**config.mk**
```make
export PLATFORM = sky130hd
export DESIGN_NAME = mem_arbiter
export DESIGN_NICKNAME = d
export VERILOG_FILES = /design/src/rtl/mem_arbiter.sv
export SDC_FILE = /design/constraint.sdc
export NUM_CORES = 1
export LEC_CHECK = 0
export BUFFER_PORTS_ARGS = -buffer_cell sky130_fd_sc_hd__buf_4
export CAP_MARGIN = 20
export CORE_MARGIN = 8
export CORE_UTILIZATION = 40
export CTS_BUF_LIST = sky130_fd_sc_hd__clkbuf_2
export CTS_CLUSTER_SIZE = 40
export DETAILED_ROUTE_END_ITERATION = 10
export PLACE_DENSITY = 0.69
export SYNTH_ARGS = -nofsm -noshare
export SYNTH_HDL_FRONTEND = slang
export SYNTH_SLANG_ARGS = --single-unit
```
**constraint.sdc**
```tcl
create_clock -name CLK -period 2.3 [get_ports CLK]
set_input_delay 0.69 -clock CLK [delete_from_list [all_inputs] [get_ports CLK]]
set_output_delay 0.69 -clock CLK [all_outputs]
set_load 0.005 [all_outputs]
```
**src/rtl/mem_arbiter.sv**
```systemverilog
// mem_arbiter: arbitrates instruction reads and data reads/writes onto a single-ported RAM.
// Data accesses win by default. A saturating starvation counter forces an instruction
// grant after STARVE_MAX data grants made while an instruction fetch was waiting.
//
// Ports:
//   CLK, nRST              clock (rising edge) and asynchronous active-low reset
//   iREN, iaddr            instruction read request and address
//   dREN, dWEN             data read and data write requests (write wins if both are high)
//   daddr, dstore          data address and write data
//   iwait, dwait           low for exactly one cycle when the port's access completes
//   iload, dload           registered read data for each port
//   ramREN, ramWEN         RAM read and write strobes
//   ramaddr, ramstore      RAM address and write data, driven from latched registers
//   ramload, ramstate      RAM read data and status (FREE/BUSY/ACCESS/ERROR)
//   err                    sticky flag: some access ended in ERROR
module mem_arbiter #(
   parameter int ADDR_W     = 32,
   parameter int DATA_W     = 32,
   parameter int STARVE_MAX = 4
) (
   input  logic              CLK,
   input  logic              nRST,
   input  logic              iREN,
   input  logic [ADDR_W-1:0] iaddr,
   input  logic              dREN,
   input  logic              dWEN,
   input  logic [ADDR_W-1:0] daddr,
   input  logic [DATA_W-1:0] dstore,
   output logic              iwait,
   output logic              dwait,
   output logic [DATA_W-1:0] iload,
   output logic [DATA_W-1:0] dload,
   output logic              ramREN,
   output logic              ramWEN,
   output logic [ADDR_W-1:0] ramaddr,
   output logic [DATA_W-1:0] ramstore,
   input  logic [DATA_W-1:0] ramload,
   input  logic [1:0]        ramstate,
   output logic              err
);

   localparam int CNT_W = $clog2(STARVE_MAX + 1);
   localparam logic [CNT_W-1:0] CNT_MAX = CNT_W'(STARVE_MAX);

   localparam logic [1:0] RAM_ACCESS = 2'd2;
   localparam logic [1:0] RAM_ERROR  = 2'd3;

   typedef enum logic [2:0] {
      IDLE  = 3'd0,
      IACC  = 3'd1,
      DACC  = 3'd2,
      IDONE = 3'd3,
      DDONE = 3'd4
   } state_t;

   state_t            state_q, state_d;
   logic [CNT_W-1:0]  cnt_q, cnt_d;
   logic [ADDR_W-1:0] addr_q, addr_d;
   logic [DATA_W-1:0] store_q, store_d;
   logic              wr_q, wr_d;
   logic [DATA_W-1:0] iload_q, iload_d;
   logic [DATA_W-1:0] dload_q, dload_d;
   logic              err_q, err_d;

   logic              d_req_s;
   logic              starved_s;

   assign d_req_s   = dREN | dWEN;
   assign starved_s = iREN & (cnt_q == CNT_MAX);

   // State, latched request and response registers
   always_ff @(posedge CLK or negedge nRST) begin
      if (!nRST) begin
         state_q <= IDLE;
         cnt_q   <= {CNT_W{1'b0}};
         addr_q  <= {ADDR_W{1'b0}};
         store_q <= {DATA_W{1'b0}};
         wr_q    <= 1'b0;
         iload_q <= {DATA_W{1'b0}};
         dload_q <= {DATA_W{1'b0}};
         err_q   <= 1'b0;
      end else begin
         state_q <= state_d;
         cnt_q   <= cnt_d;
         addr_q  <= addr_d;
         store_q <= store_d;
         wr_q    <= wr_d;
         iload_q <= iload_d;
         dload_q <= dload_d;
         err_q   <= err_d;
      end
   end

   // Next-state, grant and load-capture logic
   always_comb begin
      state_d = state_q;
      cnt_d   = cnt_q;
      addr_d  = addr_q;
      store_d = store_q;
      wr_d    = wr_q;
      iload_d = iload_q;
      dload_d = dload_q;
      err_d   = err_q;
      case (state_q)
         IDLE: begin
            if (d_req_s && !starved_s) begin
               state_d = DACC;
               addr_d  = daddr;
               store_d = dstore;
               wr_d    = dWEN;
               // Count only grants that made a pending fetch wait; saturate at the limit.
               if (!iREN) begin
                  cnt_d = {CNT_W{1'b0}};
               end else if (cnt_q != CNT_MAX) begin
                  cnt_d = cnt_q + {{(CNT_W-1){1'b0}}, 1'b1};
               end else begin
                  cnt_d = cnt_q;
               end
            end else if (iREN) begin
               state_d = IACC;
               addr_d  = iaddr;
               wr_d    = 1'b0;
               cnt_d   = {CNT_W{1'b0}};
            end else begin
               state_d = IDLE;
               cnt_d   = {CNT_W{1'b0}};
            end
         end
         IACC: begin
            if (ramstate == RAM_ACCESS) begin
               iload_d = ramload;
               state_d = IDONE;
            end else if (ramstate == RAM_ERROR) begin
               iload_d = {DATA_W{1'b0}};
               err_d   = 1'b1;
               state_d = IDONE;
            end else begin
               state_d = IACC;
            end
         end
         DACC: begin
            if (ramstate == RAM_ACCESS) begin
               // A completed write leaves the previous read data in place.
               if (!wr_q) begin
                  dload_d = ramload;
               end else begin
                  dload_d = dload_q;
               end
               state_d = DDONE;
            end else if (ramstate == RAM_ERROR) begin
               dload_d = {DATA_W{1'b0}};
               err_d   = 1'b1;
               state_d = DDONE;
            end else begin
               state_d = DACC;
            end
         end
         IDONE:   state_d = IDLE;
         DDONE:   state_d = IDLE;
         default: state_d = IDLE;
      endcase
   end

   // RAM side is driven only from latched registers so requesters may change inputs mid-access.
   assign ramREN   = (state_q == IACC) | ((state_q == DACC) & ~wr_q);
   assign ramWEN   = (state_q == DACC) & wr_q;
   assign ramaddr  = addr_q;
   assign ramstore = store_q;

   assign iwait = ~(state_q == IDONE);
   assign dwait = ~(state_q == DDONE);
   assign iload = iload_q;
   assign dload = dload_q;
   assign err   = err_q;

endmodule

```
==> flow_summary.ini <==
[power]
power-per-cell-area_nw_per_um2 = 1150
vdd_drop_max_v = 0.000569
leakagePower_nw = 4.30
p_total_mw = 10.1

[detailed_routing]
drt_iter0_drc = 185
first_pass_iters = 4
vias = 5241
antenna_left = 0
drcViolationCount = 0
viasPerCell = 5.15
routed_wl_um = 19100
routedWlPerCell_um = 18.7

[timing]
hold_viol = 0
relSlewSlack_pct = 66.5
rsz0062_at_grt = yes
fmax_ghz = 0.423
final.setup_skew_ns = 0.0224
fin_crit_ns = 2.37
tightest_slew_ns = 0.503
setup_ws_ns = -0.0663
drv_slew = 0
whs_ns = 0.208
setup_violations = 2
fin_crit_sh_pct = 103

[clocking]
cts.path.max_buffers = 2
clock-sinks = 136
tritoncts = yes
worstSkewPairLatency_ns = 0.68
cts_buffers = 17
path_clk_slew_ns = 0.22
htreeDepth = 4
cts_root_buf = clkbuf_2

[critical_path]
critical_path_class = reg2out
worst-path-buf-inv = 1
reg2reg_depth = 4
worst_ep_arrival_time_ns = 1.68
worstSetupEndpointType = output pin
cp.required_ns = 1.61
path_cells = or3_4 -> buf_6
cp.depth = 2
cp_top_family = flip-flops
max_stage_delay_ns = 0.50
critPathSlowestCell = dfrtp_2
critPathLaunchType = register
cp_max_fo = 6

[cells_and_area]
drive_gt1_share_pct = 44.4
nets = 953
antenna_cells = 0
register_area_um2 = 3410
multi_input_area_um2 = 2370
final_area_um2 = 8750
area_delta_synth_final_pct = 42.5
fillers = 1306

[synth]
ys_warn_count = 0
yosys.area.top_type_share_pct = 55.4
syn_inst = 550
avgSynthCellArea_um2 = 11.2
synth_edf_count = 0
synth_xor_area_share_pct = 0.143
muxShareOfSynthArea_pct = 11.1
syn-cell-area_um2 = 6140
synth-simple-area-share_pct = 10.4
synth_nets = 687
yosysSeqAreaShare_pct = 55.4
yosys.area_share.adder_pct = 0.407
yosysUniqueCellTypes = 44
synthArstFlopShare_pct = 100
synth.area.top_cells = dfrtp_1 (55%), o21ai_0 (5.5%), mux2i_1 (5.2%)
synth_ff_type = dfrtp_1
synth_seq_cells = 136
synth_compound_area_share_pct = 16.2
synth_top_family_by_area = compound AO/OA/AOI/OAI gates
yosysTopAreaCell = dfrtp_1

[status]
violations = setup timing
status = finished with violations

[placement]
placed_area_um2 = 8360
dp_hpwl_um = 14200
gp_congestion = 0.794
io_buffers = 267

[worst_hold_path]
whs_path_depth = 2
hold_class = in2reg

[run]
drv_cap = 0

[floorplan]
die_width_um = 140
rows = 45
pin_count = 268
die_h_um = 140
die_area_um2 = 19600
core_um2 = 15100
initial_core_util_pct = 40.7

[global_route]
grt_pass1_vias = 5550
grt_overflow = 0
grt_use_total_pct = 19.5
antenna_found_initial = 0
grt_max_degree = 59
grt_pass1_wl_um = 30500
[logic make-up (layout without fill, tap and decap cells)]
family | after synthesis | in the layout
AO/OA/AOI/OAI | 142 | 142
XOR/XNOR | 1 | 1
adder cells (fa/ha/maj) | 2 | 2
buffers and inverters | 84 | 363
flip-flops | 136 | 136
multiplexers | 64 | 64
AND/OR/NAND/NOR | 121 | 121
[metal layers]
metal / up-vias / GRT usage, % / share of wire (%)
met4: 0 / 7.20 / 1.9
met2: 243 / 30.1 / 46
met5: - / 0 / 0
met1: 2511 / 24.0 / 41
li1: 2461 / - / -
met3: 26 / 8.09 / 11
[state kept, by name (all words and copies together), names as in the netlist]
signal / flops
ramaddr: 32
dload: 32
err: 1
wr_q: 1
state_q: 3
iload: 32
ramstore: 32
cnt_q: 3
[synth_stat cells (3+ instances only)]
library cell / number
a21oi_1: 3
a2bb2oi_1: 31
a311oi_1: 31
buf_2: 5
buf_4: 4
buf_6: 4
clkbuf_1: 30
clkbuf_8: 3
dfrtp_1: 136
inv_1: 37
mux2_1: 9
mux2_2: 23
mux2i_1: 32
nand2_1: 66
nand2b_1: 33
nand3_1: 4
o21ai_0: 68
[cell type report]
class                           count  share of cell area, %
Clock buffer                       18                   1.03
Clock inverter                     14                   2.50
Inverter                           37                   1.59
Multi-Input combinational cell    330                   27.1
Sequential cell                   136                   38.9
Tap cell                          188                   2.69
Timing Repair Buffer              294                   26.2
[where the power goes]
group	leakage (nW)	internal [mW]	switching, mW
clock	0.177	0.840	0.925
sequential	1.67	3.45	0.631
combinational	2.45	2.50	1.73
total	4.30	6.79	3.29
[what timing repair did]
item	in CTS	in global routing
buffers inserted	6	1
hold buffers	1	0
gates resized for setup	6	4
endpoints found under the hold margin	26	0
setup endpoints to repair	4	4
[placed cells by master, fill, tap and decap left out, types with 2 or more instances in the layout]
master / instances
a311oi_1: 31
mux2i_1: 32
buf_6: 5
ha_1: 2
clkbuf_2: 18
dfrtp_2: 3
bufinv_16: 5
a2bb2oi_1: 31
clkinv_4: 2
nand3_1: 4
inv_1: 36
nand2b_1: 33
buf_12: 5
dfrtp_1: 133
inv_6: 4
nand2_1: 66
or3_4: 3
a21oi_1: 2
buf_4: 283
o21ai_0: 68
mux2_1: 9
mux2_2: 23
[path summary, 6_finish.rpt]
path / slack [ns] / startpoint / end
worst min register to register: 0.52 / iload[16] / iload[16]
worst min-delay path: 0.21 / dstore[10] / ramstore[10]
worst max-delay path: -0.07 / state_q[1] / dwait
min in group asynchronous: 0.42 / nRST / ramstore[10]
max in group asynchronous: 1.25 / nRST / dload[30]
worst max register to register: 0.27 / state_q[0] / ramaddr[5]
[per-stage QoR]
stage | util (%) | cells | setup TNS [ns] | setup WS [ns]
finish | 58.0 | 1017 | -0.120 | -0.0663
global route | 58.0 | 1017 | -0.574 | -0.211
CTS | 57.9 | 1016 | -0.415 | -0.164
detailed placement | 55.4 | 977 | 0 | 0.304
global placement | 55.4 | 977 | 0 | 0.359
floorplan | - | 550 | 0 | 0.439
Note: power is estimated with default switching activity, not from simulation.
